===== config.mk =====
export PLATFORM = sky130hd
export DESIGN_NAME = sys_bridge_tc
export DESIGN_NICKNAME = d
export VERILOG_FILES = /design/src/rtl/sys_bridge_tc_pkg.sv /design/src/rtl/sys_bridge_tc_timer.sv /design/src/rtl/sys_bridge_tc.sv
export SDC_FILE = /design/constraint.sdc
export NUM_CORES = 1
export LEC_CHECK = 0
export ABC_AREA = 1
export BUFFER_PORTS_ARGS = -buffer_cell sky130_fd_sc_hd__buf_2
export CAP_MARGIN = 20
export CORE_AREA = 10 10 147 149
export DETAILED_ROUTE_END_ITERATION = 8
export DIE_AREA = 0 0 157 159
export GPL_ROUTABILITY_DRIVEN = 1
export PLACE_DENSITY = 0.85
export SYNTH_ARGS = -nofsm -noshare
export SYNTH_HDL_FRONTEND = slang
export SYNTH_HIERARCHICAL = 1
export SYNTH_SLANG_ARGS = --single-unit

===== constraint.sdc =====
create_clock -name clk -period 3.5 [get_ports clk]
set_clock_uncertainty 0.15 [all_clocks]
set_input_delay 0.875 -clock clk [delete_from_list [all_inputs] [get_ports clk]]
set_output_delay 0.875 -clock clk [all_outputs]
set_load 0.03 [all_outputs]

===== src/rtl/sys_bridge_tc_pkg.sv =====
// Shared definitions for the sys_bridge_tc data-bus responder and its timer/counters.
package sys_bridge_tc_pkg;

    localparam logic [1:0] REG_CTRL   = 2'd0;
    localparam logic [1:0] REG_PRESET = 2'd1;
    localparam logic [1:0] REG_COUNT  = 2'd2;

    localparam int CTRL_EN      = 0;
    localparam int CTRL_MODE_LO = 1;
    localparam int CTRL_MODE_HI = 2;
    localparam int CTRL_IM      = 3;

    localparam logic [1:0] MODE_ONESHOT = 2'b00;
    localparam logic [1:0] MODE_RELOAD  = 2'b01;

    typedef enum logic [1:0] {
        ST_IDLE = 2'd0,
        ST_LOAD = 2'd1,
        ST_CNT  = 2'd2,
        ST_INT  = 2'd3
    } tc_state_e;

    localparam logic [31:0] DM_LIMIT_DEF = 32'h0000_3000;
    localparam logic [31:0] TC0_BASE_DEF = 32'h0000_7f00;
    localparam logic [31:0] TC1_BASE_DEF = 32'h0000_7f10;
    localparam logic [31:0] INTGEN_BASE  = 32'h0000_7f20;

    // Word slot 3 of each 16-byte timer window is unmapped.
    function automatic logic tc_hit(input logic [31:0] addr, input logic [27:0] base_hi);
        return (addr[31:4] == base_hi) && (addr[3:2] != 2'b11);
    endfunction

endpackage


===== src/rtl/sys_bridge_tc_timer.sv =====
// tc_timer: one timer/counter with CTRL/PRESET/COUNT registers, 4-state FSM and registered irq.
module tc_timer
    import sys_bridge_tc_pkg::*;
(
    input  logic        clk,
    input  logic        rst_n,
    input  logic        wr_en,
    input  logic [1:0]  reg_sel,
    input  logic [31:0] wdata,
    output logic [31:0] rdata,
    output logic        irq
);

    tc_state_e   state_r, state_nxt_s;
    logic [3:0]  ctrl_r, ctrl_fsm_s, ctrl_nxt_s;
    logic [31:0] preset_r, preset_nxt_s;
    logic [31:0] count_r, count_nxt_s;
    logic        flag_r, flag_fsm_s, flag_nxt_s;
    logic        irq_r;
    logic        wr_ctrl_s, wr_preset_s;

    assign wr_ctrl_s   = wr_en && (reg_sel == REG_CTRL);
    assign wr_preset_s = wr_en && (reg_sel == REG_PRESET);

    // Bus writes take priority over the FSM; any CTRL write also clears the flag.
    assign ctrl_nxt_s   = wr_ctrl_s   ? wdata[3:0] : ctrl_fsm_s;
    assign flag_nxt_s   = wr_ctrl_s   ? 1'b0       : flag_fsm_s;
    assign preset_nxt_s = wr_preset_s ? wdata      : preset_r;

    // State and register update
    always_ff @(posedge clk or negedge rst_n) begin
        if (!rst_n) begin
            state_r  <= ST_IDLE;
            ctrl_r   <= 4'd0;
            preset_r <= 32'd0;
            count_r  <= 32'd0;
            flag_r   <= 1'b0;
            irq_r    <= 1'b0;
        end else begin
            state_r  <= state_nxt_s;
            ctrl_r   <= ctrl_nxt_s;
            preset_r <= preset_nxt_s;
            count_r  <= count_nxt_s;
            flag_r   <= flag_nxt_s;
            irq_r    <= flag_r & ctrl_r[CTRL_IM];
        end
    end

    // FSM next-state and counter datapath
    always_comb begin
        state_nxt_s = state_r;
        ctrl_fsm_s  = ctrl_r;
        count_nxt_s = count_r;
        flag_fsm_s  = flag_r;
        case (state_r)
            ST_IDLE: begin
                if (ctrl_r[CTRL_EN]) begin
                    state_nxt_s = ST_LOAD;
                end else begin
                    state_nxt_s = ST_IDLE;
                end
            end
            ST_LOAD: begin
                count_nxt_s = preset_r;
                state_nxt_s = ST_CNT;
            end
            ST_CNT: begin
                if (!ctrl_r[CTRL_EN]) begin
                    state_nxt_s = ST_IDLE;
                end else if (count_r > 32'd1) begin
                    count_nxt_s = count_r - 32'd1;
                end else begin
                    count_nxt_s = 32'd0;
                    flag_fsm_s  = 1'b1;
                    state_nxt_s = ST_INT;
                end
            end
            ST_INT: begin
                // Modes 10/11 fall into the one-shot branch.
                if (ctrl_r[CTRL_MODE_HI:CTRL_MODE_LO] == MODE_RELOAD) begin
                    flag_fsm_s = 1'b0;
                end else begin
                    ctrl_fsm_s[CTRL_EN] = 1'b0;
                end
                state_nxt_s = ST_IDLE;
            end
            default: begin
                state_nxt_s = ST_IDLE;
            end
        endcase
    end

    // Register read mux
    always_comb begin
        case (reg_sel)
            REG_CTRL:   rdata = {28'd0, ctrl_r};
            REG_PRESET: rdata = preset_r;
            REG_COUNT:  rdata = count_r;
            default:    rdata = 32'd0;
        endcase
    end

    assign irq = irq_r;

endmodule


===== src/rtl/sys_bridge_tc.sv =====
// sys_bridge_tc: M-stage data-bus decoder routing to data memory and two timers.
// Optional interrupt-generator window enabled by defining BRIDGE_INTGEN_EN.
module sys_bridge_tc
    import sys_bridge_tc_pkg::*;
#(
    parameter logic [31:0] DM_LIMIT = DM_LIMIT_DEF,
    parameter logic [31:0] TC0_BASE = TC0_BASE_DEF,
    parameter logic [31:0] TC1_BASE = TC1_BASE_DEF
) (
    input  logic        clk,
    input  logic        reset,
    input  logic [31:0] cpu_addr,
    input  logic [31:0] cpu_wdata,
    input  logic [3:0]  cpu_byteen,
    output logic [31:0] cpu_rdata,
    output logic [31:0] dm_addr,
    output logic [31:0] dm_wdata,
    output logic [3:0]  dm_byteen,
    input  logic [31:0] dm_rdata,
    output logic [31:0] int_addr,
    output logic [3:0]  int_byteen,
    output logic [1:0]  irq
);

    logic        dm_hit_s, tc0_hit_s, tc1_hit_s, wr_full_s;
    logic [31:0] tc0_rdata_s, tc1_rdata_s;

    assign dm_hit_s  = (cpu_addr < DM_LIMIT);
    assign tc0_hit_s = tc_hit(cpu_addr, TC0_BASE[31:4]);
    assign tc1_hit_s = tc_hit(cpu_addr, TC1_BASE[31:4]);
    assign wr_full_s = (cpu_byteen == 4'b1111);

    assign dm_addr   = cpu_addr;
    assign dm_wdata  = cpu_wdata;
    // Reset gates the strobe so no store leaks out while the core is held.
    assign dm_byteen = (reset && dm_hit_s) ? cpu_byteen : 4'b0000;

`ifdef BRIDGE_INTGEN_EN
    logic ig_wr_s;
    assign ig_wr_s    = reset && (cpu_addr[31:2] == INTGEN_BASE[31:2]) && (cpu_byteen != 4'b0000);
    assign int_addr   = ig_wr_s ? cpu_addr : 32'd0;
    assign int_byteen = ig_wr_s ? cpu_byteen : 4'b0000;
`else
    assign int_addr   = 32'd0;
    assign int_byteen = 4'b0000;
`endif

    tc_timer u_tc0 (
        .clk     (clk),
        .rst_n   (reset),
        .wr_en   (tc0_hit_s && wr_full_s),
        .reg_sel (cpu_addr[3:2]),
        .wdata   (cpu_wdata),
        .rdata   (tc0_rdata_s),
        .irq     (irq[0])
    );

    tc_timer u_tc1 (
        .clk     (clk),
        .rst_n   (reset),
        .wr_en   (tc1_hit_s && wr_full_s),
        .reg_sel (cpu_addr[3:2]),
        .wdata   (cpu_wdata),
        .rdata   (tc1_rdata_s),
        .irq     (irq[1])
    );

    // Combinational read-data select
    always_comb begin
        cpu_rdata = 32'd0;
        if (dm_hit_s) begin
            cpu_rdata = dm_rdata;
        end else if (tc0_hit_s) begin
            cpu_rdata = tc0_rdata_s;
        end else if (tc1_hit_s) begin
            cpu_rdata = tc1_rdata_s;
        end else begin
            cpu_rdata = 32'd0;
        end
    end

endmodule


==> results_dict.tcl <==
set metrics [dict create \
    syn2layout_area_growth_pct 15.8 \
    place_area_um2 11700 \
    initial_utilization 0.591 \
    wl_um 38500 \
    drt_pass1_iterations 9 \
    crit_required_ns 2.47 \
    synth_top_area_share 0.328 \
    max-clock-path-buffers 2 \
    critical_path.startpoint "cpu_addr[2]" \
    drv_cap 0 \
    crit_path_max_incr_delay_ns 0.28 \
    htree_levels 4 \
    whs_ns 0.328 \
    fmax_mhz 286 \
    synth.avg_cell_area_um2 6.69 \
    nets 1888 \
    yosys_warnings 6 \
    path_class "input port to output pin" \
    io_buffers 199 \
    cts.sinks 144 \
    grt_pass1_vias 11100 \
    endpoint_kind "output pin" \
    rsz0062_at_grt "yes" \
    setup_viol 0 \
    io_pins 240 \
    netlist_instances 1642 \
    final_hold_viol_count 0 \
    cp_max_fo 11 \
    ys_ff_latch 144 \
    cellPowerDensity_nw_per_um2 318 \
    row_count 50 \
    slew_violations 0 \
    fillCellCount 1570 \
    p_leak_nw 6.93 \
    synth_top_area_cell "dfrtp_1" \
    dpl.hpwl_um 27600 \
    drive_gt1_frac 0.236 \
    drc 0 \
    cp.arrival_ns 2.47 \
    root_buffer "clkbuf_16" \
    synthTopCellsByArea "dfrtp_1 (33%), nand2_1 (13%), inv_1 (7.8%)" \
    track_usage 0.288 \
    cp_cell_sequence "buf_2 -> inv_1 -> nor2_1 -> inv_1 -> o22ai_1 -> nand3_1 -> nand2_1 -> nand2_1 -> nand2_1 -> clkbuf_4" \
    r2r_cells 8 \
    r2r_end "u_tc0/count_r[21]" \
    drtAntennaViolNets 0 \
    cts_hold_buf 0 \
    antenna_found_initial 1 \
    ir_drop_uv 369 \
    cts.clk_slew.worst_paths_ns 0.07 \
    die-area_um2 25000 \
    cp.depth 10 \
    via_count 11700 \
    p_total_mw 4.04 \
    core_area_um2 18600 \
    die_x_um 157 \
    tritoncts "built" \
    layout.cells.non_filler 2030 \
    path_delay_family "buffers and inverters" \
    setup-tns-final_ns 0 \
    max_slew_margin 0.444 \
    avgViaCountPerCell 5.75 \
    fin_crit_ns 3.49 \
    synthDistinctLibCells 35 \
    finalInstanceArea_um2 12700 \
    insertion_delay_ns 0.44 \
    synthesis.area_um2 11000 \
    wl_per_cell_um 19.0 \
    grt_pass1_wl_um 57700 \
    hp-class "register to register" \
    cts_buffers 17 \
    status "complete, no violations" \
    grt.overflow.total 0 \
    drt_iter0_drc 1412 \
    path_buf_inv 4 \
    placed_cells_incl_taps 1990 \
    worst_setup_path_start_kind "input port" \
    fin_crit_sh 0.998 \
    die_h_um 159 \
    rrSetupSlack_ns 0.91 \
    cpMaxStageDelayCell "inv_1" \
    cp_common_cell "nand2_1" \
    worstReg2RegStart "u_tc0/state_r[0]" \
    gp_congestion 0.996 \
    cp-endpoint "cpu_rdata[18]" \
    grt_max_degree 145 \
    yosysSeqAreaShare 0.328 \
    tightest_slew_ns 0.835 \
    worstHoldStart "u_tc0/flag_r" \
]
logic make-up after synthesis:
family | Yosys count | synth area share
flops | 144 | 0.328
buf+inv | 397 | 0.181
fa+ha+maj | 4 | 0.00456
other cells | 1 | 0.000342
xor+xnor | 14 | 0.0112
compound gates | 258 | 0.127
simple gates | 790 | 0.313
mux | 34 | 0.0349
cells in the mapped netlist:
cell,instances
nand2_1,371
inv_1,229
nor2_1,211
dfrtp_1,144
nand3_1,135
o21ai_0,121
buf_4,106
a21oi_1,90
mux2_2,34
clkbuf_1,28
o22ai_1,23
buf_2,21
nand2_2,17
nor2_2,14
nor2_4,14
xor2_1,14
buf_6,10
nand3_2,9
a21oi_2,8
nor3_1,7
o211ai_1,7
nand4_1,5
o21ai_1,5
ha_1,4
and3_1,2
inv_2,2
o211ai_2,2
o221ai_1,2
buf_1,1
conb_1,1
nand2_4,1
nor2_8,1
nor3_2,1
nor4_1,1
or2_2,1
cells in the final DEF (no fill, tap or decap), types with 2 or more instances in the layout:
cell       Yosys  routed
a21oi_1       90      90
a21oi_2        8       8
and3_1         2       2
buf_12         0       9
buf_2         21     178
buf_4        106      39
buf_6         10      17
bufinv_16      0       4
clkbuf_16      0      20
clkbuf_4       0       6
clkinv_4       0       4
conb_1         1      36
dfrtp_1      144     144
ha_1           4       4
inv_1        229     224
inv_2          2       7
inv_6          0       4
mux2_2        34      34
nand2_1      371     349
nand2_2       17      36
nand2_4        1       4
nand3_1      135     133
nand3_2        9      11
nand4_1        5       5
nor2_1       211     204
nor2_2        14      18
nor2_4        14      17
nor3_1         7       6
nor3_2         1       2
o211ai_1       7       7
o211ai_2       2       2
o21ai_0      121     120
o21ai_1        5       6
o221ai_1       2       2
o22ai_1       23      23
xor2_1        14      14
layer usage:
metal | up-vias | GRT usage | wire (um)
met3 | 125 | 0.0718 | 4350
met1 | 5442 | 0.351 | 14700
li1 | 5328 | - | -
met4 | 0 | 0.127 | 1590
met5 | - | 0 | 0
met2 | 775 | 0.471 | 17800
flip-flops by register name, summed over array words and instances (netlist names), 2 cells and up:
register and count:
u_tc0/count_r 32, u_tc0/preset_r 32, u_tc1/count_r 32, u_tc1/preset_r 32, u_tc0/ctrl_r 4, u_tc1/ctrl_r 4, u_tc0/state_r 2, u_tc1/state_r 2
what timing repair did:
item,4_1_cts,5_1_grt
pin swaps,0,11
endpoints found under the hold margin,0,0
resized for setup,3,86
buffers inserted,0,2
cloned,0,5
endpoints found under the setup margin,23,33
final cells by class:
cell class                 instances  area [um^2]  area share
sequential                       144         3600       0.284
multi-input combinational       1136         5630       0.443
timing repair buffer             252         1680       0.132
inverter                         231          867      0.0682
clock inverter                    14          203      0.0160
clock buffer                      18          429      0.0338
antenna                            1         2.50    0.000197
tap                              234          293      0.0230
power by group:
part	total [mW]	switching (mW)	leakage, nW	internal [mW]
Sequential	1.66	0.0000000852	1.90	1.66
Clock	2.00	0.791	0.306	1.20
Combinational	0.385	0.288	4.72	0.0968
Total	4.04	1.08	6.93	2.97
worst register-to-register path: cells and delay by family, from the launching register on:
kind	cells	cell delay, ns
AND/OR/NAND/NOR	4	0.86
buffers and inverters	3	0.85
flip-flops	1	0.51
AO/OA/AOI/OAI	1	0.14
worst min path at each step:
stage	to	slack, ns	depth (start not counted)
global placement	u_tc0/irq	0.30	2
finish	u_tc0/irq	0.33	2
CTS	u_tc0/irq	0.34	2
floorplan	u_tc0/irq	0.28	2
global route	u_tc0/irq	0.37	2
detailed placement	u_tc0/irq	0.32	2
through the flow:
stage | setup WS [ns] | utilization
after floorplan | 0.453 | -
after global placement | -0.0266 | 0.632
after detailed placement | -0.0679 | 0.632
after CTS | 0.0370 | 0.667
after global routing | -0.0639 | 0.684
final | 0.00598 | 0.684
No activity file was read; power rests on OpenSTA's default activity.
